--- config.mk ---
export PLATFORM = sky130hd
export DESIGN_NAME = mul_div_unit
export DESIGN_NICKNAME = d
export VERILOG_FILES = /design/src/rtl/mdu_pkg.sv /design/src/rtl/mdu_step.sv /design/src/rtl/mul_div_unit.sv
export SDC_FILE = /design/constraint.sdc
export NUM_CORES = 1
export LEC_CHECK = 0
export BUFFER_PORTS_ARGS = -buffer_cell sky130_fd_sc_hd__buf_2
export CORE_UTILIZATION = 55
export CTS_CLUSTER_DIAMETER = 120
export DETAILED_ROUTE_END_ITERATION = 10
export GPL_TIMING_DRIVEN = 0
export HOLD_SLACK_MARGIN = 0.02
export PLACE_DENSITY = 0.75
export SYNTH_ARGS = -nofsm -noshare
export SYNTH_HDL_FRONTEND = slang
export SYNTH_SLANG_ARGS = --single-unit
--- constraint.sdc ---
create_clock -name clk -period 10.1 [get_ports clk]
set_input_delay 1.01 -clock clk [delete_from_list [all_inputs] [get_ports clk]]
set_output_delay 1.01 -clock clk [all_outputs]
set_load 0.02 [all_outputs]
--- src/rtl/mdu_pkg.sv ---
// Shared definitions for the HI/LO multiply/divide unit: op codes and FSM states.
package mdu_pkg;

  localparam logic [2:0] MDU_MULT  = 3'b000;
  localparam logic [2:0] MDU_MULTU = 3'b001;
  localparam logic [2:0] MDU_DIV   = 3'b010;
  localparam logic [2:0] MDU_DIVU  = 3'b011;
  localparam logic [2:0] MDU_MTHI  = 3'b100;
  localparam logic [2:0] MDU_MTLO  = 3'b101;

  typedef enum logic {
    MDU_IDLE = 1'b0,
    MDU_RUN  = 1'b1
  } mdu_state_t;

endpackage

--- src/rtl/mdu_step.sv ---
// One iteration of the MDU datapath on unsigned magnitudes.
// Multiply: {hi,lo} holds {partial, multiplier}; add b if lo[0], shift right.
// Divide:   {hi,lo} holds {remainder, dividend}; shift left, trial-subtract b.
module mdu_step #(
  parameter int WIDTH = 32
) (
  input  logic             div_mode,
  input  logic [WIDTH-1:0] hi_in,
  input  logic [WIDTH-1:0] lo_in,
  input  logic [WIDTH-1:0] b,
  output logic [WIDTH-1:0] hi_out,
  output logic [WIDTH-1:0] lo_out
);

  logic [WIDTH:0] sum;
  logic [WIDTH:0] trial;
  logic [WIDTH:0] diff;

  // Single shift-add or restoring-divide step; remainder < b keeps trial within WIDTH+1 bits.
  always_comb begin
    sum   = {1'b0, hi_in} + (lo_in[0] ? {1'b0, b} : '0);
    trial = {hi_in, lo_in[WIDTH-1]};
    diff  = trial - {1'b0, b};
    if (div_mode) begin
      if (!diff[WIDTH]) begin
        hi_out = diff[WIDTH-1:0];
        lo_out = {lo_in[WIDTH-2:0], 1'b1};
      end else begin
        hi_out = trial[WIDTH-1:0];
        lo_out = {lo_in[WIDTH-2:0], 1'b0};
      end
    end else begin
      hi_out = sum[WIDTH:1];
      lo_out = {sum[0], lo_in[WIDTH-1:1]};
    end
  end

endmodule

--- src/rtl/mul_div_unit.sv ---
// Multi-cycle HI/LO multiply/divide unit for the EX stage. One bit per cycle,
// WIDTH cycles per MULT*/DIV*, single-cycle MTHI/MTLO, flush squashes in-flight work.
module mul_div_unit
  import mdu_pkg::*;
#(
  parameter int WIDTH = 32
) (
  input  logic             clk,
  input  logic             reset,
  input  logic             start,
  input  logic [2:0]       op,
  input  logic [WIDTH-1:0] rs,
  input  logic [WIDTH-1:0] rt,
  input  logic             flush,
  output logic             busy,
  output logic             done,
  output logic [WIDTH-1:0] hi,
  output logic [WIDTH-1:0] lo
);

  localparam int CW = $clog2(WIDTH + 1);

  mdu_state_t       state;
  logic [CW-1:0]    cnt;
  logic [WIDTH-1:0] w_hi, w_lo, b_reg;
  logic             is_div, neg_q, neg_r, dz;

  logic             op_signed, a_neg, b_neg;
  logic [WIDTH-1:0] rs_mag, rt_mag;
  logic [WIDTH-1:0] s_hi, s_lo;
  logic [2*WIDTH-1:0] prod_fix;
  logic [WIDTH-1:0] quot_fix, rem_fix;

  // Operand sign/magnitude split and final sign fix-up of the last step's result.
  always_comb begin
    op_signed = (op == MDU_MULT) || (op == MDU_DIV);
    a_neg     = op_signed & rs[WIDTH-1];
    b_neg     = op_signed & rt[WIDTH-1];
    rs_mag    = a_neg ? -rs : rs;
    rt_mag    = b_neg ? -rt : rt;
    prod_fix  = neg_q ? -{s_hi, s_lo} : {s_hi, s_lo};
    // Divide by zero leaves |rs| in the remainder, so the remainder fix-up restores rs.
    quot_fix  = dz ? '1 : (neg_q ? -s_lo : s_lo);
    rem_fix   = neg_r ? -s_hi : s_hi;
  end

  mdu_step #(.WIDTH(WIDTH)) u_step (
    .div_mode (is_div),
    .hi_in    (w_hi),
    .lo_in    (w_lo),
    .b        (b_reg),
    .hi_out   (s_hi),
    .lo_out   (s_lo)
  );

  // Control FSM, iteration registers and architectural HI/LO.
  always_ff @(posedge clk) begin
    if (reset) begin
      state  <= MDU_IDLE;
      busy   <= 1'b0;
      done   <= 1'b0;
      hi     <= '0;
      lo     <= '0;
      cnt    <= '0;
      w_hi   <= '0;
      w_lo   <= '0;
      b_reg  <= '0;
      is_div <= 1'b0;
      neg_q  <= 1'b0;
      neg_r  <= 1'b0;
      dz     <= 1'b0;
    end else begin
      done <= 1'b0;
      case (state)
        MDU_IDLE: begin
          if (start && !flush) begin
            case (op)
              MDU_MTHI: hi <= rs;
              MDU_MTLO: lo <= rs;
              MDU_MULT, MDU_MULTU, MDU_DIV, MDU_DIVU: begin
                state  <= MDU_RUN;
                busy   <= 1'b1;
                cnt    <= CW'(WIDTH);
                is_div <= op[1];
                neg_q  <= a_neg ^ b_neg;
                neg_r  <= a_neg;
                dz     <= (rt == '0);
                w_hi   <= '0;
                w_lo   <= op[1] ? rs_mag : rt_mag;
                b_reg  <= op[1] ? rt_mag : rs_mag;
              end
              default: ;
            endcase
          end
        end
        MDU_RUN: begin
          if (flush) begin
            state <= MDU_IDLE;
            busy  <= 1'b0;
          end else if (cnt == CW'(1)) begin
            state <= MDU_IDLE;
            busy  <= 1'b0;
            done  <= 1'b1;
            if (is_div) begin
              hi <= rem_fix;
              lo <= quot_fix;
            end else begin
              {hi, lo} <= prod_fix;
            end
          end else begin
            w_hi <= s_hi;
            w_lo <= s_lo;
            cnt  <= cnt - CW'(1);
          end
        end
        default: state <= MDU_IDLE;
      endcase
    end
  end

endmodule
==> impl_results.rst <==
.. list-table::
   :header-rows: 1

   * - Metric
     - Value
   * - Height of the die
     - 169 µm
   * - Clock buffers created by TritonCTS
     - 17
   * - Initial antenna violation count
     - 3
   * - Worst vdd ir
     - 117 µV
   * - Average cell area after synthesis
     - 7.03 µm²
   * - Initial Util
     - 56.6%
   * - Worst setup path category
     - register to register
   * - Overall Global Routing Usage
     - 50.0%
   * - Final Wtd Congestion
     - 1.08
   * - Clk_lat worst skew
     - 470 ps
   * - Number of port buffers
     - 133
   * - Antenna Cells
     - 0
   * - Max-capacitance violation count
     - 0
   * - Data required time at the worst endpoint
     - 10440 ps
   * - Worst-case hold slack
     - 453 ps
   * - Finished Layout Cells
     - 2729
   * - First-pass GRT wire length
     - 105000 µm
   * - HPWL Detailed
     - 56700 µm
   * - Type of element launching the critical path
     - register
   * - Static leakage
     - 6.71 nW
   * - Maximum number of pins on one net before global-route repair
     - 17
   * - Layout fillers
     - 2686
   * - Total Neg Setup Slack
     - 0 ps
   * - Final design utilization
     - 62.9%
   * - Post-route cell area
     - 17100 µm²
   * - Worst hold path endpoint
     - lo[18]$_SDFFE_PP0P_
   * - CTS Hold Bufs
     - 0
   * - Placed Cells incl. Taps
     - 2697
   * - Classification of the worst-slack hold path
     - register to register
   * - Syn Nets
     - 2335
   * - Routed WL
     - 72600 µm
   * - TritonCTS clock tree
     - built
   * - Placed instance area
     - 16500 µm²
   * - Cell with the most instances on the worst path
     - buf_2
   * - Largest area contributor in the netlist
     - dfxtp_1
   * - Series of cell instances along the critical path
     - buf_2 > buf_2 > buf_2 > buf_2 > buf_2 > buf_2 > buf_2 > buf_2 > buf_2 > buf_1 > o211ai_1 > a21boi_0 > ha_1 > o311ai_1 > nor4_4 > nand3_2 > o21bai_1 > a21oi_1 > xnor2_1 > a2111oi_1
   * - Clock Pin Slew Worst Setup and Hold Paths
     - 80 ps
   * - Net count reported at finish
     - 2487
   * - Final period utilization
     - 64.4%
   * - Number of flip-flops and latches in the synthesized netlist
     - 173
   * - Clock Skews
     - 20.0 ps
   * - Number of post-CTS setup repair buffers
     - 0
   * - Detailed Routing Iterations Pass 1
     - 8
   * - HP Start
     - lo[18]$_SDFFE_PP0P_
   * - Final period demand of the worst path
     - 6500 ps
   * - Number of flops mapped to enable cells by yosys
     - 0
   * - Pin slew with the least headroom to its limit
     - 1370 ps
   * - DR vias
     - 18900
   * - Layout cell share with drive strength beyond 1
     - 9.55%
   * - Residual DRC
     - 0
   * - P per Cell Area
     - 119 nW/µm²
   * - Stage delay of the slowest cell on the critical path
     - 720 ps
   * - Buffers from clock root to sink, at most
     - 2
   * - CTS-repair resized insts
     - 0
   * - Post-synthesis instance total
     - 2192
   * - Cell depth of the worst hold path
     - 2
   * - Multi-input logic area
     - 11100 µm²
   * - Final number of hold-violating endpoints
     - 0
   * - Final setup violation count
     - 0
   * - Kind of end point of the critical path
     - register
   * - Startpoint of the worst register-to-register path
     - is_div$_SDFFE_PP0P_
   * - Arrival time worst endpoint
     - 6840 ps
   * - Status
     - completed
   * - Area share of the largest cell type after synthesis
     - 22.5%
   * - FF+latch area
     - 3460 µm²
   * - Via density per instance
     - 6.91
   * - Fmax
     - 154 MHz
   * - Max-Slew Margin vs Limit
     - 8.15%
   * - Number of nets with antenna violations after detailed routing
     - 0
   * - Capture instance of the worst register-to-register path
     - hi[16]$_SDFFE_PP0P_
   * - Die outline area
     - 28700 µm²
   * - Number of cells traversed by the worst register-to-register path
     - 20
   * - Sequential fraction of the synthesis area
     - 22.5%
   * - Number of global-route vias before repair
     - 17300
   * - CTS Root Cell
     - clkbuf_16
   * - CTS H-Tree Depth
     - 4
   * - Async set-or-reset flop fraction in the synthesized netlist
     - 0%
   * - Primary FF master, synth
     - dfxtp_1
   * - Starting DRT DRC Count
     - 2989
   * - Core Region
     - 27300 µm²
   * - Die span in x
     - 169 µm
   * - Cell area after synthesis
     - 15400 µm²
   * - Worst reg2reg setup slack
     - 3600 ps
   * - Largest fanout on the critical path
     - 10
   * - Sinks on the clock net
     - 173
   * - Area Overhead vs Synth
     - 11.2%
   * - Slowest cell on the critical path
     - buf_1
   * - Slew Limit Fails
     - 0
   * - Largest cells by area after synthesis
     - dfxtp_1 (22%), a21oi_1 (7.9%), nand2_1 (6.8%)
   * - Count of different cell masters after synthesis
     - 92
   * - WL per Instance
     - 26.6 µm
   * - Unrepaired setup endpoints after global routing
     - no
   * - Total congestion overflow
     - 0
   * - Synth Warn #
     - 0
   * - Count of boundary I/O pins
     - 137
   * - Standard-cell row count
     - 60
==> worst max-delay path, delay by kind of cell (launching register included) <==
family          cells  cell delay (ps)
buf+inv            10             3820
compound gates      6             1440
flops               1              390
fa+ha+maj           1              290
simple gates        2              270
xor+xnor            1              150
==> per-layer routing <==
metal	vias up	share of wire, %	wire (µm)	track usage [%]
met3	462	13	9240	15.0
met4	6	10	7340	42.5
li1	8191	-	-	-
met5	-	0.055	40	0
met2	1447	42	30400	76.5
met1	8746	35	25600	57.1
==> report_power, final <==
group | internal [W] | switching (W)
registers | 0.000702 | 0.0000251
logic | 0.000184 | 0.000408
clock network | 0.000373 | 0.000344
==> cell families after synthesis <==
family	synth area share [%]
AND/OR/NAND/NOR	24.5
XOR/XNOR	9.32
buffers and inverters	5.33
multiplexers	4.45
AO/OA/AOI/OAI	28.0
flip-flops	22.5
adder cells (fa/ha/maj)	5.94
==> layout make-up <==
class | count | area share (%)
Buffer | 136 | 3.24
Clock buffer | 19 | 2.53
Clock inverter | 13 | 0.913
Inverter | 71 | 1.56
Multi-Input combinational cell | 1812 | 64.9
Sequential cell | 173 | 20.2
Tap cell | 372 | 2.72
Timing Repair Buffer | 133 | 3.89
==> synth_stat cells (all sizes together), types with 20 or more instances <==
library cell / instances
mux2i: 52
a21oi: 246
a211oi: 46
a31oi: 42
or3: 20
buf: 25
clkbuf: 111
nand3: 54
xnor2: 88
o221ai: 29
xor2: 76
a21o: 20
dfxtp: 173
o21ai: 139
nor2: 256
nor3: 71
and2: 48
inv: 71
o211ai: 51
nand2: 281
nand2b: 23
ha: 70
==> worst max path at each step <==
stage                                 startpoint             endpoint  slack [ps]
final                        is_div$_SDFFE_PP0P_  hi[16]$_SDFFE_PP0P_        3600
after global routing      b_reg[25]$_SDFFE_PP0P_  hi[24]$_SDFFE_PP0P_        3560
after CTS                 b_reg[25]$_SDFFE_PP0P_  hi[24]$_SDFFE_PP0P_        3970
after floorplan           b_reg[25]$_SDFFE_PP0P_  hi[24]$_SDFFE_PP0P_        5400
after global placement    b_reg[25]$_SDFFE_PP0P_  hi[24]$_SDFFE_PP0P_        4020
after detailed placement  b_reg[25]$_SDFFE_PP0P_  hi[24]$_SDFFE_PP0P_        3990
==> layout by cell type (no fill, tap or decap), drive strengths merged, types with 8 or more instances in the layout <==
master | synthesis | final
or3 | 20 | 20
o21a | 8 | 8
o221ai | 29 | 29
nor3 | 71 | 71
xor2 | 76 | 76
inv | 71 | 77
mux2 | 14 | 14
o31ai | 17 | 17
nand2b | 23 | 23
nor2 | 256 | 256
a211oi | 46 | 46
buf | 25 | 158
a21oi | 246 | 246
a31oi | 42 | 42
nand3 | 54 | 54
xnor2 | 88 | 88
and3 | 9 | 9
ha | 70 | 70
clkbuf | 111 | 130
o211ai | 51 | 51
o21ai | 139 | 139
dfxtp | 173 | 173
nand4 | 18 | 18
a21o | 20 | 20
nand2 | 281 | 281
mux2i | 52 | 52
a221oi | 10 | 10
and2 | 48 | 48
nor4 | 17 | 17
==> per-stage QoR <==
stage / setup WS [ps] / total power, W
4_1_cts: 3970 / 0.00198
6_report: 3600 / 0.00204
2_1_floorplan: 5400 / 0.00110
5_1_grt: 3560 / 0.00207
3_3_place_gp: 4020 / 0.00129
3_5_place_dp: 3990 / 0.00129
(Power assumes the default switching activity.)
